[src/rtl/rotary_color_controller.sv]
// rotary_color_controller
//   Rotary-encoder driven RGB colour editor feeding a WS2812B frame driver.
//   Three 8-bit channels (G, R, B) are stepped up/down with saturation on the
//   currently selected channel. Any real change, and a periodic refresh tick,
//   marks the colour dirty. A small scheduler then snapshots the colour and
//   offers it to the driver, followed by a latch hold before the next frame.
//
// Ports
//   clk          system clock (40 MHz), rising-edge
//   res          asynchronous active-high reset
//   rotation_up  single-cycle clockwise step pulse
//   rotation_dn  single-cycle counter-clockwise step pulse
//   button       single-cycle debounced pulse, advances channel_sel
//   color_ready  driver ready to accept a frame
//   color_valid  frame offer to the driver
//   color_data   frame {G, R, B}
//   channel_sel  selected channel: 0=G, 1=R, 2=B
module rotary_color_controller #(
  parameter int unsigned STEP           = 8,
  parameter int unsigned LATCH_CYCLES   = 12000,
  parameter int unsigned REFRESH_CYCLES = 4000000
) (
  input  logic        clk,
  input  logic        res,
  input  logic        rotation_up,
  input  logic        rotation_dn,
  input  logic        button,
  input  logic        color_ready,
  output logic        color_valid,
  output logic [23:0] color_data,
  output logic [1:0]  channel_sel
);

  localparam int unsigned LW = (LATCH_CYCLES   > 1) ? $clog2(LATCH_CYCLES)   : 1;
  localparam int unsigned RW = (REFRESH_CYCLES > 1) ? $clog2(REFRESH_CYCLES) : 1;

  localparam logic [LW-1:0] LATCH_LAST   = LW'(LATCH_CYCLES - 1);
  localparam logic [RW-1:0] REFRESH_LAST = RW'(REFRESH_CYCLES - 1);
  localparam logic [8:0]    STEP9        = 9'(STEP);

  typedef enum logic [1:0] {
    IDLE,
    SEND,
    HOLD
  } state_e;

  state_e         state_q, state_d;
  logic [7:0]     g_q, g_d;
  logic [7:0]     r_q, r_d;
  logic [7:0]     b_q, b_d;
  logic [1:0]     sel_q, sel_d;
  logic           dirty_q, dirty_d;
  logic [23:0]    data_q, data_d;
  logic [LW-1:0]  latch_q, latch_d;
  logic [RW-1:0]  refresh_q, refresh_d;

  logic [7:0]     cur_val;
  logic [8:0]     sum9;
  logic [8:0]     diff9;
  logic [7:0]     new_val;
  logic           step_en;
  logic           changed;
  logic           refresh_hit;
  logic           capture;

  // Channel stepping: 9-bit arithmetic, then saturate to 0..255.
  always_comb begin
    g_d     = g_q;
    r_d     = r_q;
    b_d     = b_q;
    cur_val = g_q;
    case (sel_q)
      2'd1:    cur_val = r_q;
      2'd2:    cur_val = b_q;
      default: cur_val = g_q;
    endcase

    sum9    = {1'b0, cur_val} + STEP9;
    diff9   = {1'b0, cur_val} - STEP9;
    step_en = rotation_up ^ rotation_dn;

    if (rotation_up) begin
      new_val = sum9[8] ? 8'hFF : sum9[7:0];
    end else begin
      // A borrow out of the 9-bit subtract means the result went negative.
      new_val = diff9[8] ? 8'h00 : diff9[7:0];
    end

    changed = step_en && (new_val != cur_val);

    // The write uses the pre-advance selection, so a coincident button
    // press steps the old channel.
    if (changed) begin
      case (sel_q)
        2'd1:    r_d = new_val;
        2'd2:    b_d = new_val;
        default: g_d = new_val;
      endcase
    end
  end

  always_comb begin
    sel_d = sel_q;
    if (button) begin
      case (sel_q)
        2'd0:    sel_d = 2'd1;
        2'd1:    sel_d = 2'd2;
        default: sel_d = 2'd0;
      endcase
    end
  end

  // Free-running refresh counter, independent of the scheduler state.
  always_comb begin
    refresh_hit = (refresh_q == REFRESH_LAST);
    refresh_d   = refresh_hit ? '0 : refresh_q + RW'(1);
  end

  // Scheduler: snapshot in IDLE, offer in SEND, latch hold in HOLD.
  always_comb begin
    state_d = state_q;
    data_d  = data_q;
    latch_d = latch_q;
    capture = 1'b0;

    case (state_q)
      IDLE: begin
        if (dirty_q) begin
          capture = 1'b1;
          data_d  = {g_q, r_q, b_q};
          state_d = SEND;
        end
      end
      SEND: begin
        if (color_ready) begin
          state_d = HOLD;
          latch_d = '0;
        end
      end
      HOLD: begin
        if (latch_q == LATCH_LAST) begin
          state_d = IDLE;
        end else begin
          latch_d = latch_q + LW'(1);
        end
      end
      default: state_d = IDLE;
    endcase

    // Set wins over clear: a change in the capture cycle is not in the
    // snapshot, so it must schedule another frame.
    if (changed || refresh_hit) begin
      dirty_d = 1'b1;
    end else if (capture) begin
      dirty_d = 1'b0;
    end else begin
      dirty_d = dirty_q;
    end
  end

  always_ff @(posedge clk or posedge res) begin
    if (res) begin
      state_q   <= IDLE;
      g_q       <= '0;
      r_q       <= '0;
      b_q       <= '0;
      sel_q     <= '0;
      dirty_q   <= 1'b1;
      data_q    <= '0;
      latch_q   <= '0;
      refresh_q <= '0;
    end else begin
      state_q   <= state_d;
      g_q       <= g_d;
      r_q       <= r_d;
      b_q       <= b_d;
      sel_q     <= sel_d;
      dirty_q   <= dirty_d;
      data_q    <= data_d;
      latch_q   <= latch_d;
      refresh_q <= refresh_d;
    end
  end

  assign color_valid = (state_q == SEND);
  assign color_data  = data_q;
  assign channel_sel = sel_q;

endmodule

[config.mk]
export PLATFORM = sky130hd
export DESIGN_NAME = rotary_color_controller
export DESIGN_NICKNAME = d
export VERILOG_FILES = /design/src/rtl/rotary_color_controller.sv
export SDC_FILE = /design/constraint.sdc
export NUM_CORES = 1
export LEC_CHECK = 0
export ABC_AREA = 1
export CORE_ASPECT_RATIO = 1.75
export CORE_MARGIN = 2
export CORE_UTILIZATION = 53
export CTS_BUF_LIST = sky130_fd_sc_hd__clkbuf_16
export CTS_CLUSTER_SIZE = 10
export DETAILED_ROUTE_END_ITERATION = 8
export GPL_TIMING_DRIVEN = 0
export PLACE_DENSITY_LB_ADDON = 0.1
export SYNTH_ARGS = -nofsm -noshare
export SYNTH_HDL_FRONTEND = slang
export SYNTH_SLANG_ARGS = --single-unit
[constraint.sdc]
create_clock -name clk -period 3.2 [get_ports clk]
set_clock_uncertainty 0.15 [all_clocks]
set_input_delay 0.96 -clock clk [delete_from_list [all_inputs] [get_ports clk]]
set_output_delay 0.96 -clock clk [all_outputs]
set_load 0.01 [all_outputs]
==> metrics.md, run 1 <==
| Metric | Value |
|---|---|
| CP Capture Type | flip-flop |
| RSZ-0062 raised after global routing | false |
| WP data required | 3.33 ns |
| Design area | 5520 µm² |
| Routed Antenna Nets | 0 |
| Antenna violations before repair | 0 |
| Total of max-cap violations | 0 |
| Die width | 75.0 µm |
| Worst-path maximum fanout | 10 |
| Largest net degree at the start of global routing | 45 |
| Area leader, netlist | dfrtp_1 |
| Placed wire-length estimate | 7690 µm |
| Pwr Density | 995 nW/µm² |
| R2R Path End | g_q[3] |
| Synth Net Count | 556 |
| Post-synth EDFFs | 0 |
| Die height | 128 µm |
| Seq/Total Area, Yosys | 47.6% |
| IO Pins | 33 |
| Worst vdd ir | 0.000814 V |
| Port bufs | 32 |
| Most frequent cells after synthesis | nand2_1, dfrtp_1, inv_1, nor2_1, o21ai_0 |
| Drt total wl | 9910 µm |
| Via-to-Cell Ratio | 5.22 |
| Endpoints failing setup | 0 |
| Prevailing post-synth register cell | dfrtp_1 |
| Fraction of layout cells with a size suffix above 1 | 14.3% |
| Number of hold buffers added after CTS | 0 |
| Fin. max-slew vios | 0 |
| CTS Root Cell | clkbuf_16 |
| Routed vias | 3714 |
| Minimum clock period | 2.79 ns |
| Wire per inst | 13.9 µm |
| Nets | 601 |
| R2r startpoint | channel_sel[0] |
| GRT Overall Usage | 23.1% |
| Mapped Cells | 544 |
| Slew margin rel. | 50.5% |
| CTS clk-pin slew, worst paths | 0.07 ns |
| Vias in the first global route | 3674 |
| GR Overflow Total | 0 |
| Critical Path Sink | g_q[3] |
| Synth warn | 0 |
| Cell Area, Synth | 4680 µm² |
| Area of the multi-input gates | 2100 µm² |
| Fin crit share | 87.1% |
| Fin. Hold Viols | 0 |
| Antenna diodes | 0 |
| Drt first pass iters | 4 |
| H-tree depth | 3 |
| Clock Path Buffers | 2 |
| DRT iter0 DRCs | 208 |
| Initial core utilization | 54.3% |
| Lkg Pwr | 2.63 nW |
| TritonCTS clock tree | yes |
| CTS sink count | 89 |
| Core Rows | 45 |
| Most common cell in the synthesized netlist | nand2_1 |
| Number of synthesized register bits | 89 |
| Worst setup path category | input port to flip-flop |
| Top-area cell type share of the netlist area | 47.0% |
| Status | finished clean |
| Setup Buffers After CTS | 0 |
| Critical Path Source | rotation_up |
| Placed cell areas | 5190 µm² |
| Drt drc | 0 |
| DIE AREA | 9630 µm² |
| Mapped Avg Cell Area | 8.60 µm² |
| Synth cell types | 38 |
| Worst min-delay path class | flip-flop to flip-flop |
| Reg2Reg Depth | 17 |
| Core area | 8610 µm² |
| First-pass GRT wire length | 16900 µm |
| # fillers | 771 |
| Slew at the pin closest to its max-slew limit | 0.736 ns |
| Synth area leaders | dfrtp_1, nand2_1, inv_1 |
| TNS Setup | 0 ns |
| Ys async rst share | 100% |
| CP startpoint kind | input port |
| Critical Path AT | 2.92 ns |
| Gp weighted congestion | 0.929 |
| Post_cts resized | 0 |
| TritonCTS Buffers | 9 |
| Syn-to-layout area delta | 18.0% |
| F_max | 359 MHz |
| Register Area | 2230 µm² |
| FF-to-FF setup slack | 0.46 ns |
| Clk Latency, worst-skew pair | 0.34 ns |
layout by cell type (no fill, tap or decap), types with 3 or more instances in the layout:
| cell | synthesis | layout |
|---|---|---|
| inv_6 | 0 | 3 |
| inv_1 | 60 | 59 |
| clkbuf_1 | 5 | 5 |
| clkdlybuf4s50_1 | 0 | 32 |
| nor2_4 | 3 | 3 |
| nand3_1 | 19 | 19 |
| mux2_2 | 19 | 19 |
| nor4_1 | 4 | 4 |
| nand2_1 | 142 | 142 |
| nand3b_1 | 3 | 3 |
| inv_2 | 8 | 8 |
| o21ai_0 | 34 | 34 |
| a21oi_1 | 18 | 18 |
| nor2_1 | 39 | 39 |
| dfrtp_1 | 88 | 88 |
| nand3_4 | 6 | 6 |
| nor3_1 | 10 | 10 |
| clkbuf_16 | 0 | 9 |
| ha_1 | 6 | 6 |
| buf_6 | 3 | 3 |
| nand2_4 | 5 | 5 |
| nand2_2 | 5 | 5 |
| buf_4 | 4 | 4 |
| a211oi_1 | 3 | 3 |
| xor2_1 | 8 | 8 |
| nand4_1 | 29 | 29 |
per-layer routing:
layer  wire (µm)  global-route usage [%]  vias up
met4         381                    10.8        0
met2        5440                    40.1       58
met5           0                       0        -
met3         232                    4.40       27
met1        3860                    26.6     1762
li1            -                       -     1867
sequential cells by signal, indices dropped and copies added, names as in the netlist:
register     flops
color_data      24
g_q              8
channel_sel      2
state_q          2
b_q              8
dirty_q          1
r_q              8
refresh_q       22
latch_q         14
final cells by class:
| class | instances | area share (%) |
|---|---|---|
| inverter | 70 | 4.83 |
| multi-input combinational | 371 | 38.0 |
| sequential | 89 | 40.3 |
| clock inverter | 7 | 1.93 |
| buffer | 14 | 1.68 |
| clock buffer | 9 | 4.08 |
| timing repair buffer | 34 | 6.52 |
| tap | 117 | 2.65 |
how the worst min path moves through the flow:
stage               cells past startpoint      endpoint         start
floorplan                               1    latch_q[2]    latch_q[2]
global placement                        1    latch_q[2]    latch_q[2]
detailed placement                      1    latch_q[2]    latch_q[2]
CTS                                     1    latch_q[2]    latch_q[2]
global route                            1  refresh_q[0]  refresh_q[0]
finish                                  1    latch_q[2]    latch_q[2]
power by group:
group | leakage [nW] | switching, mW | internal (mW)
clock | 0.163 | 0.465 | 0.699
combinational | 1.30 | 1.62 | 1.05
sequential | 1.17 | 0.209 | 1.45
total | 2.63 | 2.30 | 3.20
worst max-delay path, cell delays in order:
cell and delay [ns]:
clkdlybuf4s50_1 0.51, buf_4 0.21, xor2_2 0.53, clkbuf_1 0.39
nand4_1 0.20, nand2_1 0.11
logic make-up (layout without fill, tap and decap cells):
family / after synthesis / count (layout) / share of synthesized area (%)
xor gates and xnor gates: 11 / 11 / 2.22
adders and majority gates: 6 / 6 / 1.60
muxes: 19 / 19 / 4.57
DFF: 89 / 89 / 47.6
and+or+nand+nor: 274 / 274 / 29.5
buffers and inverters: 84 / 134 / 7.59
AOI/OAI and AO/OA: 61 / 61 / 6.95
through the flow:
| step | power [mW] | cells | setup slack (ns) | hold WS (ns) | utilization (%) |
|---|---|---|---|---|---|
| 2_1_floorplan | 3.57 | 544 | 0.745 | 0.273 | - |
| 3_3_place_gp | 4.28 | 693 | 0.111 | 0.286 | 59.8 |
| 3_5_place_dp | 4.37 | 695 | 0.0668 | 0.306 | 60.3 |
| 4_1_cts | 5.55 | 711 | 0.425 | 0.315 | 64.1 |
| 5_1_grt | 5.89 | 711 | 0.235 | 0.331 | 64.1 |
| 6_report | 5.49 | 711 | 0.414 | 0.308 | 64.1 |
No activity file was read; power rests on OpenSTA's default activity.
==> inputs of run 2 (changes only) <==
Settings changed: CORE_UTILIZATION 53 to 57, DONT_BUFFER_PORTS set to 1, SLEW_MARGIN set to 40.
==> run 2 against run 1 <==
  * Core utilization up 1.4 points
  * Highest routed layer unchanged
  * Global-route usage is 0.91 points higher
  * Design area fell by 5.6%
  * Critical path type is now flip-flop to flip-flop
==> metrics.md, run 2 (synthesized netlist as in run 1, its figures left out) <==
| Metric | Value |
|---|---|
| Drt first pass iters | 5 |
| RSZ-0062 raised after global routing | false |
| Non-Filler Instances | 653 |
| Slew margin rel. | 58.1% |
| Most frequent cells in the layout | nand2_1, dfrtp_1, inv_1 |
| Clock Path Buffers | 2 |
| Grt met2 use | 44.8% |
| Met1 Use GR | 24.8% |
| Setup Buffers After CTS | 0 |
| Wire per inst | 14.9 µm |
| Routed Antenna Nets | 0 |
| Post_cts resized | 0 |
| Clk Latency, worst-skew pair | 0.34 ns |
| Worst vdd ir | 0.000790 V |
| Total of max-cap violations | 0 |
| CP startpoint kind | flip-flop |
| Busiest grt layer | met2 |
| FF-to-FF setup slack | 0.40 ns |
| TritonCTS clock tree | yes |
| R2R Path End | g_q[4] |
| Commonest non-fill, non-tap cell in the layout | nand2_1 |
| Drt total wl | 9760 µm |
| Number of hold buffers added after CTS | 0 |
| Top delay family on crit path | simple AND/OR/NAND/NOR gates |
| Initial core utilization | 58.8% |
| Lkg Pwr | 2.54 nW |
| Hold Crit Start | latch_q[2] |
| Drt drc | 0 |
| Syn-to-layout area delta | 11.4% |
| Post-layout util | 65.5% |
| TritonCTS Buffers | 9 |
| # fillers | 665 |
| Pwr Total | 5.24 mW |
| Max FFs per register | 24 |
| Port bufs | 0 |
| Placed wire-length estimate | 7500 µm |
| Fin. max-slew vios | 0 |
| Fin crit share | 87.6% |
| CP bufs+invs | 3 |
| Slew at the pin closest to its max-slew limit | 0.628 ns |
| Final worst slack | 0.396 ns |
| CTS sink count | 89 |
| DRT iter0 DRCs | 246 |
| Die width | 72.5 µm |
| WP data required | 3.28 ns |
| Nets | 570 |
| Worst min-delay path class | flip-flop to flip-flop |
| DIE AREA | 8980 µm² |
| R2r startpoint | channel_sel[1] |
| Pwr Density | 1000 nW/µm² |
| Antenna diodes | 0 |
| TNS Setup | 0 ns |
| GR Overflow Total | 0 |
| H-tree depth | 3 |
| Pre-CTS setup slack | 0.407 ns |
| F_max | 357 MHz |
| Worst setup path category | flip-flop to flip-flop |
| Met3 Use GR | 5.74% |
| Critical Path AT | 2.89 ns |
| Gp weighted congestion | 0.920 |
| CP peak stage delay | 0.44 ns |
| Critical Path, Cell by Cell | inv_1 -> ha_1 -> buf_4 -> nand2_1 -> nand3_1 -> nand2_1 -> nor2_2 -> nand3_4 -> nand2_1 -> nand2_1 -> nand3_1 -> nand2_1 -> nor2_4 -> nand3_4 -> buf_6 -> nand4_1 -> nand2_1 |
| CTS clk-pin slew, worst paths | 0.07 ns |
| Fin. Hold Viols | 0 |
| Core Rows | 43 |
| Vias in the first global route | 3638 |
| IO Pins | 33 |
| Placed cell count | 637 |
| GRT Overall Usage | 24.0% |
| Status | finished clean |
| First-pass GRT wire length | 16500 µm |
| Routed vias | 3594 |
| Most used cell, CP | nand2_1 |
| Fraction of layout cells with a size suffix above 1 | 15.3% |
| Largest net degree at the start of global routing | 25 |
| Die height | 124 µm |
| CP Capture Type | flip-flop |
| Slowest CP cell | dfrtp_1 |
| Endpoints failing setup | 0 |
| Worst Hold Endpoint | latch_q[2] |
| Antenna violations before repair | 0 |
| Via-to-Cell Ratio | 5.50 |
| Worst-path maximum fanout | 10 |
| Core area | 7960 µm² |
| WHS Path Cells | 1 |
| Minimum clock period | 2.80 ns |
| CTS Root Cell | clkbuf_16 |
| Reg2Reg Depth | 17 |
-- run 2: changes by cell type in the layout (fill, tap and decap cells not counted) --
cell	previous run	this run
nor4_4	0	1
nor4_2	1	0
buf_16	0	2
inv_8	1	2
clkdlybuf4s50_1	32	0
buf_12	2	1
clkinv_4	1	0
inv_6	3	2
clkinvlp_4	1	2
-- run 2: metrics by stage --
stage | hold slack, ns | cell area [µm²]
CTS | 0.310 | 5200
finish | 0.302 | 5210
detailed placement | 0.301 | 4870
floorplan | 0.273 | 4680
global placement | 0.293 | 4800
global route | 0.340 | 5210
-- run 2: layer usage --
metal	routed length (µm)	share of wire, %	vias up
li1	-	-	1801
met1	3700	38	1720
met2	5490	56	55
met3	278	2.8	18
met4	289	3.0	0
met5	0	0	-
-- run 2: worst reg2reg max path: stages, from the launching register on --
cell,delay [ns]
dfrtp_1,0.44
inv_1,0.14
ha_1,0.16
buf_4,0.15
nand2_1,0.06
nand3_1,0.15
nand2_1,0.15
nor2_2,0.21
nand3_4,0.12
nand2_1,0.07
nand2_1,0.07
nand3_1,0.07
nand2_1,0.08
nor2_4,0.10
nand3_4,0.18
buf_6,0.20
nand4_1,0.12
nand2_1,0.07
-- run 2: power breakdown --
part	internal (mW)	switching (mW)	total, mW	leakage (nW)
combinational	0.822	1.50	2.32	1.22
sequential	1.45	0.304	1.75	1.17
clock	0.700	0.464	1.16	0.160
total	2.97	2.27	5.24	2.54
-- run 2: layout make-up --
type | count | area (µm²) | area share, %
clock inverters | 7 | 108 | 2.06
clock buffers | 9 | 225 | 4.32
repair buffers | 3 | 75.1 | 1.44
well taps | 90 | 113 | 2.16
flip-flops and latches | 89 | 2230 | 42.7
plain buffers | 14 | 92.6 | 1.78
multi-input cells | 371 | 2110 | 40.4
inverters | 70 | 267 | 5.11
-- run 2: how the worst max path moves through the flow --
stage | cells past startpoint | slack, ns | endpoint | from
finish | 17 | 0.40 | g_q[4] | channel_sel[1]
floorplan | 16 | 0.74 | g_q[2] | channel_sel[0]
CTS | 17 | 0.39 | g_q[4] | channel_sel[0]
detailed placement | 17 | 0.41 | g_q[4] | channel_sel[0]
global placement | 17 | 0.44 | g_q[3] | channel_sel[0]
global route | 17 | 0.19 | g_q[4] | channel_sel[0]
==> variant, RTL diff (flow settings as in run 1) <==
Set the parameter `LATCH_CYCLES` to 48000 (it was 12000).
--- a/src/rtl/rotary_color_controller.sv
+++ b/src/rtl/rotary_color_controller.sv
@@ -17,7 +17,7 @@
 //   channel_sel  selected channel: 0=G, 1=R, 2=B
 module rotary_color_controller #(
   parameter int unsigned STEP           = 8,
-  parameter int unsigned LATCH_CYCLES   = 12000,
+  parameter int unsigned LATCH_CYCLES   = 48000,
   parameter int unsigned REFRESH_CYCLES = 4000000
 ) (
   input  logic        clk,
Formal check against the unedited RTL: same outputs for any inputs over 10 cycles, from zero or initial values; that may be too few to reach the edited logic, so the function may still have changed.
==> variant against run 1 <==
Sequential cell count is 2 higher; largest power group unchanged; worst setup slack worse by 0.0022 ns; critical path type is now reg -> reg; largest cell class unchanged; non-clock buffer count stayed put; synthesized cell count is 1.5% higher; synthesized area is 1.5% higher; routed wire length is 8.4% higher; power is 7.4% lower; cell area is 1.0% higher.
==> variant: results (changes against run 1) <==
[final_layout]
nFillCells=787  ; was 771
nNetsFinal=609  ; was 601
final_common_cell=nand2_1  ; unchanged
final_layout_size_suffix_gt1_share_pct=13.5  ; was 14.3%

[place]
hpwl_um=8320  ; was 7690 µm
gp_congestion=0.895  ; was 0.929

[drt]
drt_iter0_drc=331  ; was 208
routed_via_density=5.36  ; was 5.22
drt-wirelength-per-cell_um=14.9  ; was 13.9 µm

[timing]
max_slew_margin_pct=50.4  ; was 50.5%
hold_slack_ns=0.322  ; was 0.308 ns

[synth]
yosysWarnings=0  ; unchanged
synth_top_area_share_pct=47.4  ; was 47.0%
synth.distinct_cells=42  ; was 38
synth_fp_nets=564  ; was 556
synth_area_leaders=dfrtp_1, nand2_1, inv_1  ; unchanged
seq_area_frac_synth_pct=48.0  ; was 47.6%
synthArstFlopShare_pct=100  ; unchanged
synth_common_cells=nand2_1, dfrtp_1, inv_1  ; unchanged

[global_route]
grt_first_pass_wirelength_um=17900  ; was 16,900 µm
track_usage_pct=24.2  ; was 23.1%
grt_pass1_vias=3887  ; was 3,674

[clock_tree]
cts_setup_buffers=0  ; unchanged
clk_pin_slew_ns=0.06
numCtsBuffers=9  ; unchanged

[worst_hold_path]
hold_end=g_q[4]  ; was latch_q[2]
hold_path.class=reg -> reg  ; unchanged
worstHoldStart=g_q[4]  ; was latch_q[2]
whs_path_depth=2  ; was 1

[outcome]
outcome=completed  ; unchanged

[critical_path]
worst-r2r-setup-slack_ns=0.41  ; was 0.46 ns
ff2ff_path_depth=16  ; was 17
r2r_end=r_q[1]  ; was g_q[3]
arrival_ns=2.87  ; was 2.92 ns

[power_and_ir_drop]
peakVddDrop_uv=694  ; was 814 µV

variant: cell types whose count changed in the layout (fill, tap and decap cells not counted), sizes merged, moves of 5 or more:
cell	change
o21ai	-12
nand3	+11
nor2	-7
a21oi	-5
variant: routing by layer:
metal	track usage (%)	wire (µm)	vias up
li1	-	-	1899
met1	26.3	4120	1834
met2	43.0	5790	93
met3	3.89	301	30
met4	13.8	534	0
met5	0	0	-
variant: cell type report:
type                       instances  area [µm²]  share of cell area [%]
multi-input combinational        374        2100                    37.7
tap                              117         146                    2.62
inverter                          73         278                    4.98
buffer                            14        97.6                    1.75
clock buffer                       9         225                    4.04
clock inverter                     7        92.6                    1.66
sequential                        91        2280                    40.8
timing repair buffer              34         360                    6.46
variant: worst max path at each step:
stage	start	slack, ns	endpoint	depth (start not counted)
after detailed placement	rotation_up	0.13	g_q[3]	6
after floorplan	channel_sel[0]	0.80	g_q[1]	16
final	channel_sel[0]	0.41	r_q[1]	16
after global routing	channel_sel[0]	0.24	r_q[3]	17
after global placement	res	0.08	g_q[3]	2
after CTS	channel_sel[0]	0.45	r_q[1]	16
variant: where the power goes:
| part | switching, W | total, W | internal, W |
|---|---|---|---|
| Clock | 0.000430 | 0.00111 | 0.000681 |
| Combinational | 0.00140 | 0.00231 | 0.000906 |
| Sequential | 0.000209 | 0.00167 | 0.00146 |
variant: logic make-up after synthesis:
logic type                 after synthesis  share of synthesized area [%]
xor gates and xnor gates                14                           2.74
DFF                                     91                           48.0
and+or+nand+nor                        281                           29.0
buffers and inverters                   87                           7.82
AOI/OAI and AO/OA                       55                           6.61
muxes                                   18                           4.27
adders and majority gates                6                           1.58
variant: stage by stage:
stage	power [W]	worst slack [ns]	cells	util [%]	instance area, µm²
after floorplan	0.00321	0.796	552	-	4750
after global placement	0.00391	0.0821	701	60.2	5220
after detailed placement	0.00398	0.128	703	60.7	5260
after CTS	0.00511	0.452	719	64.3	5580
after global routing	0.00541	0.238	719	64.3	5580
final	0.00509	0.412	719	64.3	5580
variant: critical path, cell delays in order, from the launching register on:
cell     delay (ns)
dfrtp_1        0.39
inv_1          0.09
ha_1           0.37
buf_6          0.17
nand3_1        0.16
nand2_2        0.11
nor2_2         0.14
nand3_2        0.14
nand2_1        0.10
nand2_1        0.07
nand3_1        0.09
nand2_2        0.07
nor2_4         0.16
nand2_8        0.12
buf_6          0.16
nand4_1        0.09
nand2_1        0.07
